## config.mk

```make
export PLATFORM = sky130hd
export DESIGN_NAME = hazard_ctrl
export DESIGN_NICKNAME = d
export VERILOG_FILES = /design/src/rtl/pipe_pkg.sv /design/src/rtl/fwd_unit.sv /design/src/rtl/hazard_ctrl.sv
export SDC_FILE = /design/constraint.sdc
export NUM_CORES = 1
export LEC_CHECK = 0
export CORE_ASPECT_RATIO = 1.25
export CORE_MARGIN = 2
export CORE_UTILIZATION = 41
export DETAILED_ROUTE_END_ITERATION = 8
export PLACE_DENSITY = 0.86
export SLEW_MARGIN = 20
export SYNTH_ARGS = -nofsm -noshare
export SYNTH_HDL_FRONTEND = slang
export SYNTH_SLANG_ARGS = --single-unit
```

## constraint.sdc

```tcl
create_clock -name clk -period 3.18 [get_ports clk]
set_clock_uncertainty 0.2 [all_clocks]
set_input_delay 0.636 -clock clk [delete_from_list [all_inputs] [get_ports clk]]
set_output_delay 0.636 -clock clk [all_outputs]
set_load 0.005 [all_outputs]
```

## src/rtl/pipe_pkg.sv

```systemverilog
// -----------------------------------------------------------------------------
// pipe_pkg
// Shared types for the RV32I pipeline sequencing logic.
//   fwd_sel_t  : EX-stage operand source select (regfile / WB / MEM result).
//   hz_state_t : hazard controller sequencing state.
//   REG_ZERO   : architectural x0, never a forwarding or hazard source.
// No ports (package).
// -----------------------------------------------------------------------------
package pipe_pkg;

  typedef enum logic [1:0] {
    FWD_RF  = 2'b00,
    FWD_WB  = 2'b01,
    FWD_MEM = 2'b10
  } fwd_sel_t;

  typedef enum logic [1:0] {
    RUN      = 2'b00,
    MDU_BUSY = 2'b01,
    DISCARD  = 2'b10
  } hz_state_t;

  localparam logic [4:0] REG_ZERO = 5'd0;

endpackage

```

## src/rtl/fwd_unit.sv

```systemverilog
// -----------------------------------------------------------------------------
// fwd_unit
// Combinational forwarding select for one EX-stage source operand. The MEM
// stage result is newer than the WB result, so it wins when both match.
// Ports:
//   rs_e        in  5  source register of the EX instruction
//   rd_m        in  5  destination register in MEM
//   reg_write_m in  1  MEM instruction writes the register file
//   rd_w        in  5  destination register in WB
//   reg_write_w in  1  WB instruction writes the register file
//   fwd_sel     out    selected operand source (fwd_sel_t)
// -----------------------------------------------------------------------------
module fwd_unit
  import pipe_pkg::*;
(
  input  logic [4:0] rs_e,
  input  logic [4:0] rd_m,
  input  logic       reg_write_m,
  input  logic [4:0] rd_w,
  input  logic       reg_write_w,
  output fwd_sel_t   fwd_sel
);

  always_comb begin
    fwd_sel = FWD_RF;
    if (reg_write_m && (rd_m != REG_ZERO) && (rd_m == rs_e)) begin
      fwd_sel = FWD_MEM;
    end else if (reg_write_w && (rd_w != REG_ZERO) && (rd_w == rs_e)) begin
      fwd_sel = FWD_WB;
    end
  end

endmodule

```

## src/rtl/hazard_ctrl.sv

```systemverilog
// -----------------------------------------------------------------------------
// hazard_ctrl
// Pipeline sequencing controller for the 5-stage RV32I core. Produces the
// stall/flush enables for PC, IF/ID, ID/EX and EX/MEM and the EX forwarding
// selects. Sequences load-use bubbles, multi-cycle MDU operations (with a
// timeout) and instruction-memory wait states, including redirects that
// arrive while a fetch is still outstanding.
//
// Optional feature macro: HAZARD_PERF_EN
//   When defined, adds perf_clr (in) and stall_cycles (out), a saturating
//   count of cycles with StallF=1.
//
// Parameters:
//   MDU_TIMEOUT  max MDU_BUSY cycles before forced return to RUN (<= 128)
//   CNT_W        width of the stall performance counter
// Ports:
//   clk, reset_n                 clock, asynchronous active-low reset
//   Rs1D, Rs2D                   sources of the ID instruction
//   Rs1E, Rs2E, RdE              sources/destination of the EX instruction
//   RdM, RdW, RegWriteM/W        destinations and write enables in MEM/WB
//   LoadE, PCSrcE, mdu_start_e   EX load / taken redirect / MDU op
//   mdu_done, imem_ready         MDU result valid, imem response this cycle
//   StallF, StallD, StallE       hold PC, IF/ID, ID/EX
//   FlushD, FlushE, FlushM       zero IF/ID, ID/EX, EX/MEM
//   ForwardAE, ForwardBE         00 regfile, 10 MEM, 01 WB
//   mdu_err                      registered one-cycle pulse after MDU timeout
//   perf_clr, stall_cycles       (HAZARD_PERF_EN only)
// -----------------------------------------------------------------------------
module hazard_ctrl
  import pipe_pkg::*;
#(
  parameter int MDU_TIMEOUT = 64,
  parameter int CNT_W       = 32
)
(
  input  logic             clk,
  input  logic             reset_n,
  input  logic [4:0]       Rs1D,
  input  logic [4:0]       Rs2D,
  input  logic [4:0]       Rs1E,
  input  logic [4:0]       Rs2E,
  input  logic [4:0]       RdE,
  input  logic [4:0]       RdM,
  input  logic [4:0]       RdW,
  input  logic             RegWriteM,
  input  logic             RegWriteW,
  input  logic             LoadE,
  input  logic             PCSrcE,
  input  logic             mdu_start_e,
  input  logic             mdu_done,
  input  logic             imem_ready,
  output logic             StallF,
  output logic             StallD,
  output logic             StallE,
  output logic             FlushD,
  output logic             FlushE,
  output logic             FlushM,
  output logic [1:0]       ForwardAE,
  output logic [1:0]       ForwardBE,
`ifdef HAZARD_PERF_EN
  input  logic             perf_clr,
  output logic [CNT_W-1:0] stall_cycles,
`endif
  output logic             mdu_err
);

  localparam logic [6:0] CNT_LAST = 7'(MDU_TIMEOUT - 1);

  hz_state_t  state_d, state_q;
  logic [6:0] cnt_d, cnt_q;
  logic       mdu_err_d, mdu_err_q;
  logic       lu;
  fwd_sel_t   fwd_a, fwd_b;

  fwd_unit u_fwd_a (
    .rs_e        (Rs1E),
    .rd_m        (RdM),
    .reg_write_m (RegWriteM),
    .rd_w        (RdW),
    .reg_write_w (RegWriteW),
    .fwd_sel     (fwd_a)
  );

  fwd_unit u_fwd_b (
    .rs_e        (Rs2E),
    .rd_m        (RdM),
    .reg_write_m (RegWriteM),
    .rd_w        (RdW),
    .reg_write_w (RegWriteW),
    .fwd_sel     (fwd_b)
  );

  assign ForwardAE = fwd_a;
  assign ForwardBE = fwd_b;

  // The load result is not available until MEM, so an ID consumer of the
  // load destination must wait one bubble.
  assign lu = LoadE && (RdE != REG_ZERO) && ((RdE == Rs1D) || (RdE == Rs2D));

  // Stall/flush enables are combinational so a redirect or hazard acts in the
  // same cycle; only the sequencing state and mdu_err are registered.
  always_comb begin
    state_d   = state_q;
    cnt_d     = cnt_q;
    mdu_err_d = 1'b0;
    StallF    = 1'b0;
    StallD    = 1'b0;
    StallE    = 1'b0;
    FlushD    = 1'b0;
    FlushE    = 1'b0;
    FlushM    = 1'b0;

    unique case (state_q)
      RUN: begin
        if (PCSrcE) begin
          // PC loads the target; an outstanding fetch must be discarded
          // when it finally returns.
          FlushD = 1'b1;
          FlushE = 1'b1;
          if (!imem_ready) begin
            state_d = DISCARD;
          end
        end else if (mdu_start_e) begin
          StallF  = 1'b1;
          StallD  = 1'b1;
          StallE  = 1'b1;
          FlushM  = 1'b1;
          state_d = MDU_BUSY;
          cnt_d   = '0;
        end else if (lu) begin
          // Holding ID also covers a concurrent fetch wait, so FlushD stays 0.
          StallF = 1'b1;
          StallD = 1'b1;
          FlushE = 1'b1;
        end else if (!imem_ready) begin
          StallF = 1'b1;
          FlushD = 1'b1;
        end
      end

      MDU_BUSY: begin
        if (mdu_done) begin
          state_d = RUN;
          cnt_d   = '0;
        end else begin
          StallF = 1'b1;
          StallD = 1'b1;
          StallE = 1'b1;
          FlushM = 1'b1;
          if (cnt_q == CNT_LAST) begin
            mdu_err_d = 1'b1;
            state_d   = RUN;
            cnt_d     = '0;
          end else begin
            cnt_d = cnt_q + 7'd1;
          end
        end
      end

      DISCARD: begin
        // The pending response belongs to the old path and is always dropped;
        // once it arrives the target fetch may issue.
        FlushD = 1'b1;
        if (imem_ready) begin
          state_d = RUN;
        end else begin
          StallF = 1'b1;
        end
      end

      default: begin
        state_d = RUN;
        cnt_d   = '0;
      end
    endcase
  end

  // Sequencing state; reset abandons any MDU operation without an error pulse.
  always_ff @(posedge clk or negedge reset_n) begin
    if (!reset_n) begin
      state_q   <= RUN;
      cnt_q     <= '0;
      mdu_err_q <= 1'b0;
    end else begin
      state_q   <= state_d;
      cnt_q     <= cnt_d;
      mdu_err_q <= mdu_err_d;
    end
  end

  assign mdu_err = mdu_err_q;

`ifdef HAZARD_PERF_EN
  logic [CNT_W-1:0] stall_cnt_d, stall_cnt_q;

  // Clear beats increment; the count sticks at all-ones instead of wrapping.
  always_comb begin
    stall_cnt_d = stall_cnt_q;
    if (perf_clr) begin
      stall_cnt_d = '0;
    end else if (StallF && (stall_cnt_q != '1)) begin
      stall_cnt_d = stall_cnt_q + 1'b1;
    end
  end

  always_ff @(posedge clk or negedge reset_n) begin
    if (!reset_n) begin
      stall_cnt_q <= '0;
    end else begin
      stall_cnt_q <= stall_cnt_d;
    end
  end

  assign stall_cycles = stall_cnt_q;
`endif

endmodule
```

# Word level (Yosys, flattened, before mapping)
# Index checks and enable logic that the tools add are counted.
[word_totals]
register_bits = 10
in_bits = 44
out_inout_bits = 11
word_cells = 74
[classes]
addsub = 1
n_eq_ne = 15
mux = 39
bitwise = 1
reduce_logical = 15
[ops]
columns = ["op", "count"]
rows = [
  ["$eq A5 B5 Y1", 6],
  ["$mux W7", 4],
  ["$mux W1", 21],
  ["$pmux W7 S3", 1],
  ["$mux W2", 8],
  ["$reduce_bool A5 Y1", 3],
  ["$ne A3 B3 Y1 const B", 3],
  ["$logic_and A1 B1 Y1", 8],
  ["$add A7 B1 Y7 const B", 1],
  ["$eq A7 B6 Y1 const B", 1],
  ["$ne A2 B2 Y1 const B", 3],
  ["$pmux W1 S2", 3],
  ["$pmux W2 S3", 1],
  ["$reduce_and A4 Y1", 1],
  ["$pmux W1 S3", 1],
  ["$reduce_and A3 Y1", 1],
  ["$eq A2 B1 Y1 const B", 1],
  ["$eq A2 B2 Y1 const B", 1],
  ["$logic_not A2 Y1", 1],
  ["$logic_or A1 B1 Y1", 1],
  ["$not A1 Y1", 1],
]

# Logic depth before layout (Yosys ltp)
# Gate-level depths: netlist (run 1).
[logic_depth]
depth_word = 7
mapped_depth = 7
ltp_nobuf = 5

# By module
# Synthesis (run 1) repeated with hierarchy kept, for this count alone.
[unflattened]
cells_unflattened = 124
area_unflattened_um2 = 1024.7
[by_module_without_submodules]
columns = ["mod", "n_inst", "cells_each", "area_per_inst_um2", "seq_area_each_um2"]
rows = [
  ["hazard_ctrl", 1, 84, 721.9, 250.2],
  ["fwd_unit", 2, 20, 151.4, 0.0],
]

# Worst setup path before layout (run 1)
# No wires, ideal clock.
[synth_path]
path_kind = "in2out"
startpoint = "input port RdM[4]"
endpoint = "output port ForwardAE[0]"
arrival_ps = 1676
required_ps = 2344
path_slack_ps = 668
stages = 4
n_path_buf = 0
path_cell_list = "or4_1 > o21ai_2 > nor4_1 > nor4_2"
[synth_between]
elab_chain_len = 4
word_cells_on_any_way = 5
cone_classes = "eq/ne: 1; mux: 1; reduce/logical: 3"
[synth_lines]
columns = ["item", "line", "rtl"]
rows = [
  ["start, declared", "hazard_ctrl.sv:43", "input logic [4:0] RdM,"],
  ["$reduce_bool A5 Y1", "fwd_unit.sv:26", "if (reg_write_m && (rd_m != REG_ZERO) && (rd_m == rs_e)) begin"],
  ["$logic_and A1 B1 Y1", "fwd_unit.sv:26", ""],
  ["$logic_and A1 B1 Y1 *", "fwd_unit.sv:26", ""],
  ["$mux W2 *", "fwd_unit.sv:26", ""],
  ["end, declared", "hazard_ctrl.sv:58", "output logic [1:0] ForwardAE,"],
]
# Every way passes the cells marked *; elsewhere a longest branch is shown, timed or not.

# Worst setup path in the final report (run 1)
[layout_path]
startpoint = "input port RdW[3]"
endpoint = "output port ForwardBE[0]"
[layout_between]
elab_chain_len = 5
word_cells_on_any_way = 6
cone_classes = "eq/ne: 1; mux: 2; reduce/logical: 3"
[layout_lines]
columns = ["item", "line", "rtl"]
rows = [
  ["start, declared", "hazard_ctrl.sv:44", "input logic [4:0] RdW,"],
  ["$reduce_bool A5 Y1", "fwd_unit.sv:28", "end else if (reg_write_w && (rd_w != REG_ZERO) && (rd_w == rs_e)) begin"],
  ["$logic_and A1 B1 Y1", "fwd_unit.sv:28", ""],
  ["$logic_and A1 B1 Y1 *", "fwd_unit.sv:28", ""],
  ["$mux W1 *", "fwd_unit.sv:28", ""],
  ["$mux W2 *", "fwd_unit.sv:26", ""],
  ["end, declared", "hazard_ctrl.sv:59", "output logic [1:0] ForwardBE,"],
]
# Marks and branches as above.

==> flow_metrics.env, run 1 <==
export IMPL_clock_latency_ns=0.26
export IMPL_grt_max_degree=14
export IMPL_hold_slack_ns=0.269
export IMPL_required_ns=2.34
export IMPL_vdd_drop_max_uv=151
export IMPL_report_final_slew_viol_count=0
export IMPL_final_util_pct=77.8
export IMPL_hold_path_class="flop to flop"
export IMPL_seqCellArea_sq_um=250
export IMPL_dr_pass1_iters=4
export IMPL_cts_made_buffers=3
export IMPL_power_density_nw_per_um2=264
export IMPL_hold_violations=0
export IMPL_root_buffer="clkbuf_4"
export IMPL_regToRegStartpoint="cnt_q[0]"
export IMPL_yosysTopAreaCell="dfrtp_1"
export IMPL_io_buffer_count=54
export IMPL_start_kind="input pin"
export IMPL_rsz0062_at_grt="yes"
export IMPL_synth_distinct_cells=32
export IMPL_cp_end_kind="primary output"
export IMPL_path_max_fanout=2
export IMPL_cts_tree="done"
export IMPL_vias=1148
export IMPL_crit_start="RdW[3]"
export IMPL_clk_path_buf_depth=2
export IMPL_tightest_slew_ns=0.477
export IMPL_yosys_warnings=0
export IMPL_ant_nets=0
export IMPL_remaining_drc_errors=0
export IMPL_synth_most_common_cell="xor2_1"
export IMPL_timing_final_crit_share_pct=99.8
export IMPL_netlist_instances=115
export IMPL_synthesis_area_sq_um=958
export IMPL_slowest_stage="or4_4"
export IMPL_grt_pass1_wl_um=4950
export IMPL_path_clk_slew_ns=0.06
export IMPL_slowest_delay_ns=0.56
export IMPL_arrival_ns=2.34
export IMPL_leakage_uw=0.000739
export IMPL_routed_wl_um=3080
export IMPL_setup_violations=0
export IMPL_die_w_um=47.2
export IMPL_crit_chain="clkdlybuf4s50_1 -> or4_1 -> o21ai_1 -> or4_4 -> nor4_4 -> buf_2"
export IMPL_initial_core_util_pct=43.4
export IMPL_dp_hpwl_um=2520
export IMPL_viasPerCell=5.31
export IMPL_synth_edff_count=0
export IMPL_io_pins=55
export IMPL_synth_seq_cells=10
export IMPL_ys_top_cells_by_area="dfrtp_1 26%, xor2_1 18%, xnor2_1 9.1%"
export IMPL_yosys_most_used_dff="dfrtp_1"
export IMPL_dieArea_sq_um=2740
export IMPL_n_fill_cell=156
export IMPL_fin_nets=231
export IMPL_syn_area_per_cell_sq_um=8.33
export IMPL_area_delta_synth_final_pct=79.5
export IMPL_htree_levels=1
export IMPL_fin_crit_ns=3.17
export IMPL_drive_gt1_share_pct=17.3
export IMPL_relSlewSlack_pct=67.9
export IMPL_yosysSeqAreaShare_pct=26.1
export IMPL_overflow=0
export IMPL_place_congestion=0.814
export IMPL_rows=19
export IMPL_wl_per_cell_um=14.3
export IMPL_multi_input_area_sq_um=741
export IMPL_ys_async_sr_fraction_pct=100
export IMPL_drv_cap=0
export IMPL_die_y_um=58.1
export IMPL_core_region_area_sq_um=2210
export IMPL_max_freq_ghz=0.315
export IMPL_grt_pass1_vias=1227
export IMPL_antenna_found_initial=0
export IMPL_drtIter0Drc=22
export IMPL_criticalPathCategory="input pin to primary output"
export IMPL_syn_num_nets=160
export IMPL_clock_sinks=10
export IMPL_p_total_uw=454
export IMPL_hold_start="cnt_q[6]"
export IMPL_synthDominantCellAreaShare_pct=26.1
export IMPL_synthTopCellsByCount="20 x xor2_1, 10 x dfrtp_1, 10 x xnor2_1, 9 x nor2_1"
export IMPL_diodes=0
export IMPL_grt_usage_pct=24.5
export IMPL_outcome="finished clean"
## routing by layer
layer | share of wire [%] | track usage, % | vias to the layer above
met2 | 58 | 46.3 | 50
met1 | 36 | 25.4 | 535
met3 | 5.6 | 4.36 | 6
met4 | 0.97 | 7.54 | 0
li1 | - | - | 557
met5 | 0 | 0 | -
## through the flow
step                worst slack (ns)  TNS, ns  cells  area [sq um]
floorplan                      0.668        0    115           958
global placement              -0.328    -1.67    212          1640
detailed placement            -0.370    -1.95    212          1640
CTS                          -0.0179  -0.0179    216          1690
global route                 -0.0674  -0.0846    216          1720
finish                       0.00635        0    216          1720
## kinds of logic (layout without fill, tap and decap cells)
| kind of cell | after synthesis | after routing | synth area share (%) |
|---|---|---|---|
| xor gates and xnor gates | 30 | 30 | 27.4 |
| DFF | 10 | 10 | 26.1 |
| muxes | 1 | 1 | 1.17 |
| and+or+nand+nor | 43 | 43 | 24.4 |
| AOI/OAI and AO/OA | 24 | 24 | 16.6 |
| buffers and inverters | 6 | 76 | 3.00 |
| adders and majority gates | 1 | 1 | 1.31 |
## final cells by class
| cell class | instances | share of cell area, % |
|---|---|---|
| Tap cell | 31 | 2.25 |
| Sequential cell | 10 | 14.5 |
| Timing Repair Buffer | 70 | 37.6 |
| Clock buffer | 4 | 2.11 |
| Inverter | 2 | 0.436 |
| Multi-Input combinational cell | 99 | 43.1 |
## flip-flops by register name, indices dropped and copies added, names as in the netlist
signal	flops
cnt_q	7
mdu_err	1
state_q	2
## path summary, 6_finish.rpt
| check | end | depth (start not counted) | slack [ns] |
|---|---|---|---|
| max in group asynchronous | cnt_q[1] | 1 | 1.99 |
| hold reg to reg | mdu_err | 1 | 0.27 |
| hold / removal | mdu_err | 1 | 0.27 |
| min in group asynchronous | cnt_q[5] | 1 | 0.48 |
| setup reg to reg | cnt_q[3] | 5 | 1.31 |
| setup / recovery | ForwardBE[0] | 6 | 0.006 |
## power breakdown
| group | switching, uW | internal [uW] |
|---|---|---|
| Clock | 42.4 | 69.5 |
| Combinational | 82.5 | 114 |
| Sequential | 11.8 | 134 |
| Total | 137 | 317 |
## cells in the final DEF, fill, tap and decap left out, types with 2 or more instances in the layout
cell and n:
or4_4 2, o31ai_1 4, nor4_4 3, o21ai_0 5, buf_2 2, dfrtp_1 10, inv_1 2, o31a_1 2
clkbuf_4 3, a22o_1 2, a21oi_1 3, clkdlybuf4s50_1 40, xnor2_1 10, dlymetal6s2s_1 3, nand3_1 7, dlygate4sd2_1 9
xor2_1 20, nand2_1 7, or4_1 3, buf_4 16, nor2_1 9, nor3_1 5
## worst max-delay path: cells and delay by family
family,cells,cell delay (ns)
buf+inv,2,0.64
simple gates,3,0.97
compound gates,1,0.08
## what timing repair did
item,4_1_cts,5_1_grt
setup endpoints to repair,8,4
gates resized for setup,25,6
hold buffers,0,0
pin swaps,6,3
hold endpoints to repair,0,0
setup buffers,0,0
(Power assumes the default switching activity.)
==> inputs of run 2 (changes only) <==
Settings changed: CORE_UTILIZATION 41 to 35, PLACE_DENSITY 0.86 to 0.75.
==> flow_metrics.env, run 2 (synthesized netlist as in run 1, its figures left out) <==
export IMPL_vias=1167
export IMPL_hold_path_class="flop to flop"
export IMPL_path_delay_family="buffers and inverters"
export IMPL_timing_rr_end="cnt_q[3]"
export IMPL_dieArea_sq_um=3180
export IMPL_use_met3_pct=4.55
export IMPL_area_delta_synth_final_pct=85.4
export IMPL_p_total_uw=460
export IMPL_setup_violations=0
export IMPL_clk_path_buf_depth=2
export IMPL_regToRegStartpoint="cnt_q[0]"
export IMPL_max_freq_ghz=0.329
export IMPL_most_common_layout_cells="36 x clkdlybuf4s50_1, 20 x xor2_1, 20 x buf_4"
export IMPL_path_buf_inv=3
export IMPL_relSlewSlack_pct=67.4
export IMPL_initial_core_util_pct=36.1
export IMPL_power_density_nw_per_um2=259
export IMPL_largest_register_ffs=7
export IMPL_viasPerCell=5.23
export IMPL_seqCellArea_sq_um=250
export IMPL_die_y_um=62.5
export IMPL_use_met2_pct=38.8
export IMPL_required_ns=2.34
export IMPL_fin_nets=235
export IMPL_hold_end="mdu_err"
export IMPL_ant_nets=0
export IMPL_hold_start="cnt_q[6]"
export IMPL_cts_tree="done"
export IMPL_dp_hpwl_um=2550
export IMPL_place_congestion=0.918
export IMPL_leakage_uw=0.000803
export IMPL_rrSetupSlack_ns=1.30
export IMPL_tightest_slew_ns=0.485
export IMPL_start_kind="input pin"
export IMPL_io_buffer_count=54
export IMPL_remaining_drc_errors=0
export IMPL_diodes=0
export IMPL_drtIter0Drc=15
export IMPL_antenna_found_initial=0
export IMPL_core_region_area_sq_um=2650
export IMPL_io_pins=55
export IMPL_die_w_um=50.8
export IMPL_outcome="finished clean"
export IMPL_overflow=0
export IMPL_crit_chain="clkdlybuf4s50_1 -> xnor2_1 -> nand3_1 -> nor4_4 -> buf_4 -> dlygate4sd2_1"
export IMPL_n_fill_cell=225
export IMPL_report_final_slew_viol_count=0
export IMPL_drive_gt1_share_pct=22.8
export IMPL_mostFrequentLayoutCell="clkdlybuf4s50_1"
export IMPL_slowest_stage="clkdlybuf4s50_1"
export IMPL_grt_usage_pct=20.5
export IMPL_wl_per_cell_um=14.1
export IMPL_rows=21
export IMPL_htree_levels=1
export IMPL_top_register="cnt_q"
export IMPL_grt_pass1_wl_um=4990
export IMPL_arrival_ns=2.20
export IMPL_grt_pass1_vias=1157
export IMPL_ff2ff_path_depth=5
export IMPL_timing_final_crit_share_pct=95.4
export IMPL_grt_use_met1_pct=20.8
export IMPL_multi_input_area_sq_um=761
export IMPL_cp_end_kind="primary output"
export IMPL_slowest_delay_ns=0.51
export IMPL_routed_wl_um=3150
export IMPL_clock_sinks=10
export IMPL_grt_busiest_layer="met2"
export IMPL_path_max_fanout=2
export IMPL_path_clk_slew_ns=0.06
export IMPL_drv_cap=0
export IMPL_root_buffer="clkbuf_4"
export IMPL_holdPathStages=1
export IMPL_tns_ns=0
export IMPL_hold_violations=0
export IMPL_dr_pass1_iters=4
export IMPL_fin_crit_ns=3.04
export IMPL_rsz0062_at_grt="no"
export IMPL_clock_latency_ns=0.27
export IMPL_criticalPathCategory="input pin to primary output"
export IMPL_hold_buffers=0
export IMPL_grt_max_degree=14
export IMPL_vdd_drop_max_uv=167
export IMPL_cts_made_buffers=3
-- run 2: changes by cell type in the layout (fill, tap and decap cells not counted), moves of 2 or more --
cell | before | now
buf_4 | 16 | 20
clkdlybuf4s50_1 | 40 | 36
dlymetal6s2s_1 | 3 | 7
dlygate4sd2_1 | 9 | 7
nor3_1 | 5 | 3
nor3_2 | 0 | 2
xnor2_1 | 10 | 8
xnor2_2 | 0 | 2
-- run 2: cell type report --
type | instances | share of cell area [%]
Sequential cell | 10 | 14.1
Clock buffer | 4 | 2.04
Multi-Input combinational cell | 99 | 42.8
Inverter | 2 | 0.423
Timing Repair Buffer | 74 | 38.2
Tap cell | 34 | 2.39
-- run 2: how the worst max path moves through the flow --
stage | cells past startpoint | end | slack, ns | from
final | 6 | ForwardBE[1] | 0.14 | Rs2E[4]
after global routing | 8 | FlushD | 0.04 | Rs1D[2]
after CTS | 6 | ForwardBE[0] | 0.002 | RdW[0]
after detailed placement | 6 | ForwardAE[0] | -0.36 | RdM[4]
after global placement | 6 | ForwardAE[0] | -0.33 | RdM[4]
after floorplan | 4 | ForwardAE[0] | 0.67 | RdM[4]
-- run 2: where the power goes --
part | leakage (uW) | internal (uW) | switching [uW] | total, uW
Clock | 0.0000210 | 69.7 | 45.5 | 115
Sequential | 0.000137 | 134 | 12.6 | 146
Combinational | 0.000645 | 115 | 83.2 | 198
-- run 2: worst register-to-register path: stages, from the launching register on --
cell and delay (ns):
dfrtp_1 0.39, ha_1 0.21, nand3_1 0.18, o31ai_1 0.50, o22a_1 0.21, o21ai_0 0.06
-- run 2: layer usage --
metal | part of all wire, % | up-vias
li1 | - | 559
met1 | 36 | 549
met2 | 54 | 50
met3 | 6.8 | 9
met4 | 3.4 | 0
met5 | 0 | -
-- run 2: timing repair --
action	4_1_cts	5_1_grt
buffers inserted	1	1
cloned	0	0
gates resized for setup	31	13
setup endpoints to repair	8	9
pin swaps	10	9
-- run 2: through the flow --
stage          utilization (%)  worst slack [ns]  instances  hold WS (ns)  cell area [sq um]
2_1_floorplan                -             0.668        115         0.140                958
3_3_place_gp              62.4            -0.332        217         0.248               1660
3_5_place_dp              62.4            -0.362        217         0.264               1660
4_1_cts                   65.4           0.00151        222         0.270               1740
5_1_grt                   66.9            0.0351        223         0.306               1780
6_report                  66.9             0.145        223         0.271               1780
